`src/rtl/phy_pkg.sv`:
```
// Shared definitions for the GT PHY transmit path: 8b/10b K/D byte codes,
// the idle word, the header preload and the transmit FSM state encoding.
package phy_pkg;

    // Control and data characters used on the wire
    localparam logic [7:0] K_COMMA = 8'hBC;
    localparam logic [7:0] D_ALIGN = 8'h50;
    localparam logic [7:0] K_START = 8'hFB;
    localparam logic [7:0] K_END   = 8'hFD;
    localparam logic [7:0] D_PAD   = 8'h12;

    // Idle filler: comma/align pairs, commas flagged as K characters
    localparam logic [31:0] IDLE_WORD = {D_ALIGN, K_COMMA, D_ALIGN, K_COMMA};
    localparam logic [3:0]  IDLE_K    = 4'b0101;

    // Header shares the idle charisk pattern (comma in byte 0, start in byte 2)
    localparam logic [3:0]  HEADER_K  = 4'b0101;
    localparam logic [3:0]  DATA_K    = 4'b0000;

    // Carry preload so the first beat of a frame produces comma/align/start
    localparam logic [23:0] CARRY_INIT = {K_START, D_ALIGN, K_COMMA};

    typedef enum logic [1:0] {
        ST_IDLE = 2'd0,
        ST_DATA = 2'd1,
        ST_TAIL = 2'd2,
        ST_GAP  = 2'd3
    } tx_state_t;

    // Number of valid bytes in a last beat; an empty keep still carries one byte
    function automatic logic [2:0] keep_to_n(input logic [3:0] keep);
        if (keep[3]) begin
            return 3'd4;
        end else if (keep[2]) begin
            return 3'd3;
        end else if (keep[1]) begin
            return 3'd2;
        end else begin
            return 3'd1;
        end
    endfunction

endpackage

```
`src/rtl/phy_tx_byte_pack.sv`:
```
// Combinational word builder for phy_tx. Normal words place the new beat's
// first byte on top of the three carried bytes; tail words close the frame
// with the end K-char after the remaining carried bytes and pad above it.
module phy_tx_byte_pack
    import phy_pkg::*;
(
    input  logic [23:0] carry,
    input  logic [7:0]  beat_byte,
    input  logic [2:0]  n,
    input  logic        is_header,
    input  logic        is_tail,
    output logic [31:0] word,
    output logic [3:0]  charisk
);

    logic [31:0] carry_ext;

    assign carry_ext = {D_PAD, carry};

    // Select between shifted payload word and end-of-frame tail word
    always_comb begin
        word    = {beat_byte, carry};
        charisk = is_header ? HEADER_K : DATA_K;
        if (is_tail) begin
            for (int i = 0; i < 4; i++) begin
                if (i < int'(n) - 1) begin
                    word[8*i +: 8] = carry_ext[8*i +: 8];
                end else if (i == int'(n) - 1) begin
                    word[8*i +: 8] = K_END;
                end else begin
                    word[8*i +: 8] = D_PAD;
                end
            end
            charisk = 4'b0001 << (n - 3'd1);
        end
    end

endmodule

```
`src/rtl/phy_tx.sv`:
```
// Transmit framer for the GT PHY link. Takes 32-bit AXI-Stream frames and
// emits header, byte-shifted payload and tail words, with idle fill between.
// Optional feature macro: PHY_TX_FRAME_CNT_EN adds a 16-bit wrapping count
// of transmitted frames on o_frame_cnt.
module phy_tx
    import phy_pkg::*;
#(
    parameter int MIN_GAP = 1
) (
    input  logic        i_clk,
    input  logic        i_rst,
    input  logic        i_axi_s_valid,
    input  logic        i_axi_s_last,
    input  logic [3:0]  i_axi_s_keep,
    input  logic [31:0] i_axi_s_data,
    output logic        o_axi_s_ready,
    input  logic        i_gt_tx_ready,
    output logic [31:0] o_gt_tx_data,
    output logic [3:0]  o_gt_tx_charisk,
    output logic        o_tx_err
`ifdef PHY_TX_FRAME_CNT_EN
    ,
    output logic [15:0] o_frame_cnt
`endif
);

    // Gap counter counts down to zero, so it is loaded with one less than the gap
    localparam logic [3:0] GAP_LOAD = 4'((MIN_GAP > 0) ? MIN_GAP - 1 : 0);

    tx_state_t   state;
    logic [23:0] carry;
    logic [2:0]  tail_n;
    logic [3:0]  gap_cnt;
    logic        accept;
    logic [31:0] pack_word;
    logic [3:0]  pack_k;

    assign accept = i_axi_s_valid & o_axi_s_ready;

    phy_tx_byte_pack u_byte_pack (
        .carry     (carry),
        .beat_byte (i_axi_s_data[7:0]),
        .n         (tail_n),
        .is_header (state == ST_IDLE),
        .is_tail   (state == ST_TAIL),
        .word      (pack_word),
        .charisk   (pack_k)
    );

    // Framing FSM with carry tracking and registered wire outputs
    always_ff @(posedge i_clk) begin
        if (!i_rst) begin
            state           <= ST_IDLE;
            carry           <= CARRY_INIT;
            tail_n          <= 3'd1;
            gap_cnt         <= 4'd0;
            o_gt_tx_data    <= IDLE_WORD;
            o_gt_tx_charisk <= IDLE_K;
            o_axi_s_ready   <= 1'b0;
            o_tx_err        <= 1'b0;
        end else begin
            o_tx_err        <= 1'b0;
            o_gt_tx_data    <= IDLE_WORD;
            o_gt_tx_charisk <= IDLE_K;
            case (state)
                ST_IDLE: begin
                    if (accept) begin
                        o_gt_tx_data    <= pack_word;
                        o_gt_tx_charisk <= pack_k;
                        carry           <= i_axi_s_data[31:8];
                        if (i_axi_s_last) begin
                            tail_n        <= keep_to_n(i_axi_s_keep);
                            state         <= ST_TAIL;
                            o_axi_s_ready <= 1'b0;
                        end else begin
                            state         <= ST_DATA;
                            o_axi_s_ready <= 1'b1;
                        end
                    end else begin
                        o_axi_s_ready <= i_gt_tx_ready;
                    end
                end
                ST_DATA: begin
                    if (accept) begin
                        o_gt_tx_data    <= pack_word;
                        o_gt_tx_charisk <= pack_k;
                        carry           <= i_axi_s_data[31:8];
                        if (i_axi_s_last) begin
                            tail_n        <= keep_to_n(i_axi_s_keep);
                            state         <= ST_TAIL;
                            o_axi_s_ready <= 1'b0;
                        end else begin
                            o_axi_s_ready <= 1'b1;
                        end
                    end else begin
                        o_tx_err      <= 1'b1;
                        o_axi_s_ready <= 1'b1;
                    end
                end
                ST_TAIL: begin
                    o_gt_tx_data    <= pack_word;
                    o_gt_tx_charisk <= pack_k;
                    carry           <= CARRY_INIT;
                    if (MIN_GAP > 0) begin
                        state         <= ST_GAP;
                        gap_cnt       <= GAP_LOAD;
                        o_axi_s_ready <= 1'b0;
                    end else begin
                        state         <= ST_IDLE;
                        o_axi_s_ready <= i_gt_tx_ready;
                    end
                end
                ST_GAP: begin
                    if (gap_cnt == 4'd0) begin
                        state         <= ST_IDLE;
                        o_axi_s_ready <= i_gt_tx_ready;
                    end else begin
                        gap_cnt       <= gap_cnt - 4'd1;
                        o_axi_s_ready <= 1'b0;
                    end
                end
                default: begin
                    state         <= ST_IDLE;
                    o_axi_s_ready <= 1'b0;
                end
            endcase
        end
    end

`ifdef PHY_TX_FRAME_CNT_EN
    // Count frames as their tail word goes out on the wire
    always_ff @(posedge i_clk) begin
        if (!i_rst) begin
            o_frame_cnt <= 16'd0;
        end else if (state == ST_TAIL) begin
            o_frame_cnt <= o_frame_cnt + 16'd1;
        end
    end
`endif

endmodule

```
`config.mk`:
```
export PLATFORM = sky130hd
export DESIGN_NAME = phy_tx
export DESIGN_NICKNAME = d
export VERILOG_FILES = /design/src/rtl/phy_pkg.sv /design/src/rtl/phy_tx_byte_pack.sv /design/src/rtl/phy_tx.sv
export SDC_FILE = /design/constraint.sdc
export NUM_CORES = 1
export LEC_CHECK = 0
export CORE_MARGIN = 1.5
export CORE_UTILIZATION = 30
export DETAILED_ROUTE_END_ITERATION = 6
export MAX_ROUTING_LAYER = met4
export PLACE_DENSITY = 0.53
export REMOVE_ABC_BUFFERS = 1
export SLEW_MARGIN = 20
export SYNTH_ARGS = -nofsm -noshare
export SYNTH_HDL_FRONTEND = slang
export SYNTH_HIERARCHICAL = 1
export SYNTH_SLANG_ARGS = --single-unit
```
`constraint.sdc`:
```
create_clock -name i_clk -period 5.4 [get_ports i_clk]
set_clock_uncertainty 0.15 [all_clocks]
set_input_delay 0.81 -clock i_clk [delete_from_list [all_inputs] [get_ports i_clk]]
set_output_delay 0.81 -clock i_clk [all_outputs]
set_load 0.01 [all_outputs]
```
# Yosys cells after proc, flatten, opt, wreduce, memory -nomap -nowiden
# Index checks and enable logic that the tools add are counted.
# word_totals
register_bits	71
input_bits	41
out_inout_bits	38
# classes
addsub	3
magnitude_cmp	4
n_eq_ne	12
shift	1
muxes	34
n_bitwise	1
reduce_logical	11
# ops
op	count
$eq A3 B32 Y1 const A	2
$lt A3 B32 Y1 const A	2
$mux W32	2
$mux W8	8
$pmux W32 S2	1
$pmux W24 S2	1
$eq A2 B32 Y1 const A	1
$logic_not A32 Y1	1
$lt A1 B32 Y1 const A	1
$lt A2 B32 Y1 const A	1
$mux W24	1
$pmux W4 S2	2
$mux W2	6
$mux W4	3
$ne A2 B2 Y1 const B	5
$mux W3	3
$pmux W2 S4	1
$reduce_and A2 Y1	3
$mux W1	5
$eq A2 B2 Y1 const B	2
$logic_not A4 Y1	1
$pmux W1 S4	1
$reduce_and A4 Y1	1
$reduce_bool A2 Y1	2
other kinds (10)	10

# Longest topological paths before layout
# Gate-level depths: netlist of the first run.
# depth
ltp_word	7
ltp_mapped	12

# Modules after synthesis
# Netlist of the first run, hierarchy kept.
# modules_own_cells
mod	instances	cells_each	area_per_inst_um2	seq_area_each_um2
phy_tx	1	251	2468.6	1421.4
phy_tx_byte_pack	1	85	543.0	0.0

# Least setup slack after synthesis of the first run
# OpenSTA, ideal clock, no wires.
# synth_path
path_type	register to register
start	register tail_n[0]
end	register o_gt_tx_data[2]
arrival_time_ps	2304
required_time_ps	5118
path_slack_ps	2814
path_stages_with_launch	13
path_buffers	1
synth_period_minus_slack_ps	2586
path_cell_list	dfxtp_1 inv_1 ha_1 or2_1 o21a_1 nor2b_1 ha_1 nand2b_1 clkbuf_1 nand2_1 nand2_1 nor2_1 o21ai_0
# synth_between
elab_chain_cells	7
word_cells_on_any_way	8
cone_classes	1 x add/sub; 1 x order compare; 5 x mux; 1 x reduce/logical
# synth_rtl
element	line	text
from (decl)	phy_tx.sv:32	logic [2:0] tail_n;
from (signal assigned)	phy_tx.sv:72	tail_n <= keep_to_n(i_axi_s_keep);
from (signal assigned)	phy_tx.sv:89	tail_n <= keep_to_n(i_axi_s_keep);
$sub A3 B1 Y4 *	phy_tx_byte_pack.sv:26, phy_tx_byte_pack.sv:28	
branches (longest 2 deep; another with $lt A1 B32 Y1)	--	
$mux W8 *	phy_tx_byte_pack.sv:26	if (i < int'(n) - 1) begin
$mux W32 *	phy_tx_byte_pack.sv:24	if (is_tail) begin
via pack_word[2]	phy_tx.sv:35	logic [31:0] pack_word;
$mux W32	phy_tx.sv:67, phy_tx.sv:84	
$pmux W32 S2 *	phy_tx.sv:65	case (state)
to (signal assigned)	phy_tx.sv:68	o_gt_tx_data <= pack_word;
to (signal assigned)	phy_tx.sv:85	o_gt_tx_data <= pack_word;
to (signal assigned)	phy_tx.sv:101	o_gt_tx_data <= pack_word;
to (decl)	phy_tx.sv:18	output logic [31:0] o_gt_tx_data,
# Mark *: on every way through the listed nets, which the timed path passes.
# A chain may end at the register's enable or synchronous reset.

# Final worst setup path of the first run
# layout_path
start	register tail_n[0]
end	register o_gt_tx_data[7]
# The elaborated chain is that of the path after synthesis.

==> impl_metrics.csv, run 1 <==
group,metric,value,unit
drt,ant_nets,0,
synth,synth.avg_cell_area,8.963,µm²
worst_setup_path,crit_path_max_fanout,9,
worst_setup_path,crit_path_top_delay_cell,"dfxtp_1",
synth,synthesis.instances,336,
synth,yosysWarnings,6,
sta,layout_min_cycle_time,2.928,ns
synth,synth_area_leader_cell,"dfxtp_1",
clock_network,clock-sinks,71,
drt,drt-wirelength-per-cell,13.54,µm
finish,regArea,1421,µm²
die,die_height,103.2,µm
synth,yosys.area_share.adder,0.05816,
drt,via_per_inst,4.691,
finish,antenna_cells,0,
clock_network,clk_pin_slew,0.08,ns
worst_setup_path,critPathArrivalTime,2.98,ns
finish,multi_input_area,1470,µm²
die,num_rows,36,
clock_network,clockBufferDepth,2,
worst_setup_path,crit_path_start_kind,"register",
die,coreArea,9774,µm²
sta,hold_viol,0,
synth,synth-seq-area-share,0.4720,
clock_network,tritoncts,"built",
synth,yosys.area_share.simple,0.2123,
pwr,power_density,450.7,nW/µm²
die,dieArea,10650,µm²
drt,vias,2585,
drt,firstDrtPassIters,4,
sta,drv_slew,0,
synth,synth.area.top_cells,"dfxtp_1 47%, ha_1 5.8%, nand2_1 5.1%, nor2_1 4.5%, o22ai_1 4.2%",
synth,yosysUniqueCellTypes,51,
sta,fmax,341.5,MHz
synth,synth_top_family_by_area,"simple AND/OR/NAND/NOR gates",
drt,drc_errors,0,
synth,synth_compound_area_frac,0.2048,
worst_setup_path,crit_chain,"inv_1, ha_1, or2_1, o21a_1, nor2b_1, ha_1, nand2b_1, nand2_1, nand2_1, nor2_1, o21ai_0",
synth,synth_edf_count,0,
placed_design,port_buffers,77,
finish,final_layout_size_suffix_gt1_frac,0.07895,
clock_network,clockRootBuffer,"clkbuf_8",
synth,synthXorXnorAreaFrac,0.002908,
min_path,min_path_type,"reg2reg",
global_routing,grt_start_max_net_pins,22,
die,floorplan.initialDensity,0.3081,
run,drv_cap,0,
status,status,"complete, no violations",
pwr,max-vdd-ir-drop,0.1678,mV
sta,setup_viol,0,
global_routing,grt_pass1_wl,11.92,mm
worst_setup_path,cp.required,5.45,ns
worst_setup_path,endpoint_kind,"register",
finish,fillerInstances,1028,
synth,synth.area.mux_share,0.009971,
drt,drtIter0Drc,78,
synth,async_reset_ff_frac,0,
sta,worst_slew_pin_slew,0.8526,ns
finish,syn2layout_area_growth,35.56,%
clock_network,postCtsHoldBufs,0,
global_routing,track_usage,0.1509,
clock_network,cts-htree-levels,3,
clock_network,cts_resized,0,
pwr,total_power,0.001840,W
pwr,p_leak,1.667,nW
synth,synth_top_flop_cell,"dfxtp_1",
sta,final_min_period_over_clock_period,0.5422,
synth,ys_ff_latch,71,
sta,rsz0062_at_grt,"no",
worst_setup_path,critPathKind,"reg2reg",
die,pin_count,79,
clock_network,cts_setup_buffers,0,
die,die_x,103.2,µm
placed_design,dp_hpwl,5.151,mm
global_routing,antenna_found_initial,0,
sta,relSlewSlack,0.4316,
global_routing,grt_pass1_vias,2450,
global_routing,grt_overflow,0,
synth,synth_top_cell_area_share,0.4720,
finish,nNetsFinal,469,
worst_setup_path,slowest_delay,0.55,ns
sta,fin_setup_tns,0,ns
placed_design,gp_congestion,0.7805,
drt,drt-total-wl,7.462,mm
clock_network,clk_latency,0.34,ns
clock_network,cts_inserted_buffers,9,
synth,syn_area,3012,µm²
==> synth_stat cells, types with 2 or more instances <==
cell,instances
a21o_1,14
a21oi_1,5
a21oi_2,2
a22oi_1,10
and2_1,19
and3_1,2
buf_2,4
clkbuf_1,6
clkbuf_2,2
dfxtp_1,71
ha_1,14
inv_1,15
mux2i_1,3
nand2_1,41
nand2b_1,7
nand3_1,4
nand3b_1,2
nor2_1,36
nor2b_1,4
nor3_1,3
o211a_1,2
o21a_1,2
o21ai_0,21
o22ai_1,20
==> per-stage QoR <==
stage | hold slack, ns | util | std cells | worst slack [ns] | area, µm²
2_1_floorplan | 0.2808 | - | 323 | 2.800 | 2952
3_3_place_gp | 0.2961 | 0.4002 | 536 | 2.205 | 3911
3_5_place_dp | 0.3035 | 0.4002 | 536 | 2.160 | 3911
4_1_cts | 0.3243 | 0.4177 | 551 | 2.474 | 4083
5_1_grt | 0.3375 | 0.4177 | 551 | 2.229 | 4083
6_report | 0.3242 | 0.4177 | 551 | 2.472 | 4083
==> sequential cells by signal, summed over array words and instances, names as in the netlist <==
name / count
carry: 24
gap_cnt: 4
o_axi_s_ready: 1
o_gt_tx_charisk: 4
o_gt_tx_data: 32
o_tx_err: 1
state: 2
tail_n: 3
==> final cells by class <==
class                   instances  share of cell area
well taps                     133             0.04076
inverters                      16             0.01471
repair buffers                 80              0.1943
multi-input cells             236              0.3601
clock inverters                 5            0.008275
flip-flops and latches         71              0.3481
clock buffers                  10             0.03371
==> worst paths after layout <==
kind                     endpoint  startpoint  cells after the start  slack [ns]
hold / removal          carry[12]   carry[12]                      2        0.32
hold reg to reg         carry[12]   carry[12]                      2        0.32
setup / recovery  o_gt_tx_data[7]   tail_n[0]                     11        2.47
setup reg to reg  o_gt_tx_data[7]   tail_n[0]                     11        2.47
==> cell usage in the layout, fill, tap and decap left out, drive strengths merged, types with 2 or more instances in the layout <==
cell type | Yosys | layout
nand2 | 41 | 41
buf | 5 | 3
mux2i | 3 | 3
a211oi | 2 | 2
a22oi | 10 | 10
nor3 | 5 | 5
nand3 | 4 | 4
clkinvlp | 0 | 2
a21o | 14 | 14
a21oi | 7 | 7
o211a | 2 | 2
ha | 14 | 14
clkdlybuf4s50 | 0 | 77
clkbuf | 8 | 10
o22ai | 20 | 20
inv | 16 | 17
or3b | 2 | 2
o21ai | 22 | 22
nand3b | 2 | 2
nand2b | 7 | 7
nor2b | 4 | 4
clkinv | 0 | 2
or2 | 2 | 2
o21a | 3 | 3
and2 | 19 | 19
and3 | 2 | 2
dfxtp | 71 | 71
nor2 | 37 | 37
==> where the power goes <==
group / leakage (nW) / internal (W) / total (W) / switching (W)
clock network: 0.0845 / 0.000177 / 0.000382 / 0.000205
logic: 1.00 / 0.000344 / 0.000776 / 0.000432
registers: 0.578 / 0.000632 / 0.000683 / 0.0000503
total: 1.67 / 0.00115 / 0.00184 / 0.000687
==> worst max-delay path: cells and delay by family, from the launching register on <==
family | cells | cell delay (ns)
AND/OR/NAND/NOR | 6 | 1.02
adder cells (fa/ha/maj) | 2 | 0.56
flip-flops | 1 | 0.55
AO/OA/AOI/OAI | 2 | 0.36
buffers and inverters | 1 | 0.15
==> layer usage <==
layer | track usage | wire, µm | share of wire | vias to the layer above
met4 | 0.05613 | 118 | 0.016 | 0
li1 | - | - | - | 1313
met1 | 0.1796 | 3408 | 0.46 | 1200
met5 | - | 0 | 0 | -
met2 | 0.2571 | 3623 | 0.49 | 62
met3 | 0.02487 | 311 | 0.042 | 10
==> kinds of logic (layout without fill, tap and decap cells) <==
logic type / after synthesis / after routing
AND/OR/NAND/NOR: 129 / 129
AO/OA/AOI/OAI: 89 / 89
flip-flops: 71 / 71
buffers and inverters: 29 / 111
adder cells (fa/ha/maj): 14 / 14
multiplexers: 3 / 3
XOR/XNOR: 1 / 1
Note: power is estimated with default switching activity, not from simulation.
==> run 2, diff against run 1 <==
- clock period: 5.4 -> 2.7 ns (I/O delays scaled with it)
==> impl_metrics.csv, run 2 (synthesized netlist as in run 1, its figures left out) <==
group,metric,value,unit
placed_design,dp_hpwl,5.212,mm
clock_network,tritoncts,"built",
min_path,min_path_type,"reg2reg",
sta,rsz0062_at_grt,"no",
sta,final_min_period_over_clock_period,0.8968,
worst_setup_path,critPathArrivalTime,2.50,ns
worst_setup_path,r2r_slack,0.28,ns
finish,final_common_cell,"clkdlybuf4s50_1",
min_path,hold_end,"carry[12]",
worst_setup_path,crit_path_max_fanout,9,
worst_setup_path,ff2ff_path_depth,11,
pwr,seq_power_share,0.360,
die,num_rows,36,
clock_network,clock-sinks,71,
global_routing,track_usage,0.1513,
worst_setup_path,crit_path_top_delay_cell,"dfxtp_1",
worst_setup_path,crit_chain,"inv_1, ha_1, or2_1, o21a_1, nor2b_1, ha_1, nand2b_1, nand2_1, nand2_1, nor2_1, o21ai_0",
worst_setup_path,critPathTopFamily,"simple AND/OR/NAND/NOR gates",
pwr,p_sw_frac,0.3613,
drt,drt-total-wl,7.445,mm
clock_network,clk_latency,0.34,ns
worst_setup_path,rr_endpoint,"o_gt_tx_data[7]",
drt,firstDrtPassIters,4,
drt,drt-wirelength-per-cell,13.37,µm
drt,ant_nets,0,
die,pin_count,79,
worst_setup_path,reg2reg_from,"tail_n[0]",
die,coreArea,9774,µm²
global_routing,antenna_found_initial,0,
sta,setup_viol,0,
clock_network,cts_inserted_buffers,9,
sta,fmax,413.0,MHz
pwr,combPwrFrac,0.425,
sta,layout_min_cycle_time,2.421,ns
sta,fin_setup_tns,0,ns
clock_network,clockBufferDepth,2,
finish,final_layout_size_suffix_gt1_frac,0.09198,
die,dieArea,10650,µm²
min_path,hp-start,"carry[12]",
die,die_x,103.2,µm
clock_network,cts-htree-levels,3,
global_routing,grt_start_max_net_pins,21,
clock_network,clockRootBuffer,"clkbuf_8",
drt,via_per_inst,4.654,
pwr,total_power,0.003772,W
worst_setup_path,endpoint_kind,"register",
clock_network,cts_resized,0,
finish,largest_reg_flops,32,
pwr,power_density,910.5,nW/µm²
worst_setup_path,slowest_delay,0.33,ns
clock_network,postCtsHoldBufs,0,
finish,fillerInstances,1029,
finish,antenna_cells,0,
worst_setup_path,crit_path_start_kind,"register",
worst_setup_path,cp.required,2.78,ns
finish,final_cell_mix,"77 x clkdlybuf4s50_1, 71 x dfxtp_1, 41 x nand2_1",
sta,relSlewSlack,0.5935,
sta,timing.hold.ws,0.3169,ns
finish,syn2layout_area_growth,37.56,%
pwr,p_sw,0.001363,W
worst_setup_path,critPathKind,"reg2reg",
finish,post-route-util,0.4238,
finish,nNetsFinal,475,
die,floorplan.initialDensity,0.3081,
pwr,internal_power,0.002409,W
min_path,worstHoldPathCells,2,
sta,worst_slew_pin_slew,0.6098,ns
global_routing,grt_overflow,0,
drt,drtIter0Drc,119,
pwr,p_leak,1.711,nW
global_routing,grt_pass1_wl,11.74,mm
clock_network,clk_pin_slew,0.08,ns
drt,drc_errors,0,
clock_network,cts_setup_buffers,0,
finish,max_flop_register,"o_gt_tx_data",
pwr,max-vdd-ir-drop,0.4213,mV
placed_design,port_buffers,77,
sta,hold_viol,0,
sta,drv_slew,0,
worst_setup_path,worst-path-buf-inv,1,
drt,vias,2592,
placed_design,gp_congestion,0.8296,
status,status,"complete, no violations",
pwr,clkPwrFrac,0.215,
die,die_height,103.2,µm
run,drv_cap,0,
global_routing,grt_pass1_vias,2460,
finish,largestRegisters,"o_gt_tx_data x32, carry x24",
run 2: cell types whose count changed in the layout (fill, tap and decap cells not counted):
cell	before	now
buf_4	3	9
clkinv_4	0	2
clkinvlp_4	2	0
bufinv_16	0	1
clkbuf_8	10	9
clkinv_2	2	3
inv_6	1	0
run 2: area by class of cell:
cell class / instances / area (µm²) / share of cell area
inverters: 16 / 60.06 / 0.01450
clock inverters: 6 / 62.56 / 0.01510
multi-input cells: 236 / 1470 / 0.3549
repair buffers: 86 / 838.3 / 0.2024
well taps: 133 / 166.4 / 0.04017
flip-flops and latches: 71 / 1421 / 0.3431
clock buffers: 9 / 123.9 / 0.02990
run 2: routing by layer:
| metal | vias to the layer above | track usage | share of wire |
|---|---|---|---|
| li1 | 1328 | - | - |
| met5 | - | - | 0 |
| met1 | 1183 | 0.1782 | 0.45 |
| met4 | 0 | 0.07484 | 0.022 |
| met3 | 12 | 0.03024 | 0.051 |
| met2 | 69 | 0.2470 | 0.48 |
run 2: power by group through the flow:
stage / logic, W / clock network, W / registers (W)
finish: 0.00160 / 0.000813 / 0.00136
detailed placement: 0.00161 / 0 / 0.00138
CTS: 0.00162 / 0.000855 / 0.00136
global placement: 0.00159 / 0 / 0.00138
floorplan: 0.000861 / 0 / 0.00144
global route: 0.00179 / 0.000887 / 0.00138
run 2: per-stage QoR:
stage	cell area [µm²]	std cells	worst slack, ns
floorplan	2952	323	0.09979
global placement	3956	542	0.3084
detailed placement	3956	542	0.2777
CTS	4143	557	0.2702
global route	4143	557	0.05888
finish	4143	557	0.2787
run 2: worst max-delay path by stage:
stage                          from              end  slack (ns)  cells after the start
after global routing      tail_n[0]  o_gt_tx_data[3]        0.06                     11
after detailed placement  tail_n[0]  o_gt_tx_data[3]        0.28                     11
after floorplan           tail_n[0]  o_gt_tx_data[2]         0.1                     11
after CTS                 tail_n[0]  o_gt_tx_data[3]        0.27                     11
final                     tail_n[0]  o_gt_tx_data[7]        0.28                     11
after global placement    tail_n[0]  o_gt_tx_data[5]        0.31                     11
run 2: worst min-delay path, cell delays in order (launching register included):
cell,delay [ns]
dfxtp_1,0.32
o22ai_1,0.06
nand2_1,0.06
==> run 3, diff against run 2 <==
- MAX_ROUTING_LAYER: met4 -> not set
- RECOVER_POWER: not set -> 100
- clock period: 2.7 -> 3 ns (I/O delays scaled with it)
==> impl_metrics.csv, run 3 (synthesized netlist as in run 1, its figures left out) <==
group,metric,value,unit
global_routing,use_met1,0.1853,
die,dieArea,10650,µm²
pwr,combPwrFrac,0.401,
global_routing,grt_use_met2,0.2444,
pwr,p_sw,0.001227,W
finish,final_common_cell,"dfxtp_1",
clock_network,clk_latency,0.35,ns
finish,antenna_cells,0,
placed_design,port_buffers,77,
placed_design,dp_worst_setup_slack,0.4464,ns
global_routing,antenna_found_initial,0,
placed_design,dp.cells,539,
clock_network,postCtsHoldBufs,0,
global_routing,met3_usage,0.03562,
finish,final_cell_mix,"71 x dfxtp_1, 41 x nand2_1, 39 x dlygate4sd3_1",
finish,largestRegisters,"o_gt_tx_data x32, carry x24",
clock_network,cts-htree-levels,3,
finish,nNetsFinal,472,
sta,hold_viol,0,
clock_network,clock-sinks,71,
sta,worst_slew_pin_slew,0.7871,ns
sta,fin_setup_tns,0,ns
pwr,power_density,808.3,nW/µm²
sta,final_min_period_over_clock_period,0.8879,
worst_setup_path,critPathKind,"reg2reg",
min_path,worstHoldPathCells,2,
finish,post-route-util,0.4228,
pwr,clkPwrFrac,0.235,
die,floorplan.initialDensity,0.3081,
finish,final_layout_size_suffix_gt1_frac,0.08531,
min_path,hp-start,"carry[12]",
finish,fin_cells,555,
finish,fillerInstances,1007,
drt,ant_nets,0,
clock_network,cts_setup_buffers,0,
worst_setup_path,reg2reg_from,"state[0]",
drt,drtIter0Drc,90,
global_routing,grt_pass1_vias,2404,
finish,largest_reg_flops,32,
finish,syn2layout_area_growth,37.22,%
die,num_rows,36,
die,die_height,103.2,µm
global_routing,grt_overflow,0,
worst_setup_path,crit_path_start_kind,"register",
min_path,min_path_type,"reg2reg",
clock_network,tritoncts,"built",
global_routing,track_usage,0.1480,
die,die_x,103.2,µm
drt,vias,2575,
clock_network,clockRootBuffer,"clkbuf_8",
global_routing,grt_pass1_wl,11.74,mm
drt,via_per_inst,4.640,
global_routing,top_usage_layer,"met2",
min_path,hold_end,"carry[12]",
worst_setup_path,cp.required,3.15,ns
drt,drt-wirelength-per-cell,13.08,µm
pwr,max-vdd-ir-drop,0.3119,mV
sta,fmax,375.4,MHz
drt,drc_errors,0,
worst_setup_path,rr_endpoint,"carry[5]",
placed_design,dp_hpwl,5.116,mm
status,status,"complete, no violations",
sta,drv_slew,0,
pwr,p_leak,1.723,nW
sta,relSlewSlack,0.4753,
clock_network,clockBufferDepth,2,
run,drv_cap,0,
sta,rsz0062_at_grt,"no",
global_routing,grt_start_max_net_pins,21,
drt,firstDrtPassIters,4,
placed_design,gp_congestion,0.8217,
worst_setup_path,crit_path_max_fanout,18,
die,pin_count,79,
sta,setup_ws,0.3363,ns
worst_setup_path,ff2ff_path_depth,6,
pwr,internal_power,0.002113,W
clock_network,cts_resized,0,
clock_network,clk_pin_slew,0.08,ns
die,coreArea,9774,µm²
pwr,seq_power_share,0.363,
sta,layout_min_cycle_time,2.664,ns
pwr,p_sw_frac,0.3675,
sta,setup_viol,0,
worst_setup_path,r2r_slack,0.34,ns
clock_network,cts_inserted_buffers,9,
finish,max_flop_register,"o_gt_tx_data",
worst_setup_path,endpoint_kind,"register",
worst_setup_path,critPathArrivalTime,2.81,ns
drt,drt-total-wl,7.260,mm
run 3: changes by cell type in the layout (fill, tap and decap cells not counted), sizes merged:
| cell | change |
|---|---|
| buf | -5 |
| clkbuf | +3 |
| clkdlybuf4s50 | -39 |
| clkinv | -4 |
| clkinvlp | +2 |
| dlygate4sd3 | +39 |
| inv | +2 |
run 3: power groups by stage:
| stage | registers (W) | logic [W] | clock network (W) |
|---|---|---|---|
| final | 0.00121 | 0.00134 | 0.000786 |
| after global routing | 0.00123 | 0.00152 | 0.000851 |
| after CTS | 0.00122 | 0.00142 | 0.000810 |
| after detailed placement | 0.00124 | 0.00142 | 0 |
| after global placement | 0.00124 | 0.00141 | 0 |
| after floorplan | 0.00130 | 0.000775 | 0 |
run 3: worst max-delay path by stage:
stage	start	end	slack (ns)
after floorplan	tail_n[0]	o_gt_tx_data[2]	0.40
after global placement	tail_n[0]	o_gt_tx_data[3]	0.49
after detailed placement	tail_n[0]	o_gt_tx_data[2]	0.45
after CTS	tail_n[0]	o_gt_tx_data[2]	0.43
after global routing	state[0]	o_gt_tx_data[3]	0.11
final	state[0]	carry[5]	0.34
run 3: stage by stage:
step / total power (W) / cell area [µm²] / hold slack (ns)
floorplan: 0.002074 / 2952 / 0.2808
global route: 0.003609 / 4133 / 0.3415
detailed placement: 0.002660 / 3934 / 0.2989
finish: 0.003340 / 4133 / 0.3162
global placement: 0.002655 / 3934 / 0.2966
CTS: 0.003454 / 4139 / 0.3195
run 3: area by class of cell:
class,count,area [µm²],area share
Timing Repair Buffer,83,809.5,0.1959
Tap cell,133,166.4,0.04027
Sequential cell,71,1421,0.3439
Clock inverter,6,67.56,0.01635
Multi-Input combinational cell,236,1470,0.3557
Inverter,16,60.06,0.01453
Clock buffer,10,137.6,0.03330
run 3: worst max-delay path, cell delays in order, from the launching register on:
cell      delay (ns)
dfxtp_1         0.34
inv_1           0.12
ha_1            0.57
clkbuf_1        0.59
nand2b_1        0.57
o22ai_1         0.16
nand2_1         0.10
run 3: layer usage:
| metal | wire, µm | vias to the layer above | part of all wire |
|---|---|---|---|
| met3 | 418 | 11 | 0.058 |
| met4 | 142 | 0 | 0.020 |
| li1 | - | 1321 | - |
| met2 | 3401 | 60 | 0.47 |
| met5 | 0 | - | 0 |
| met1 | 3298 | 1183 | 0.45 |
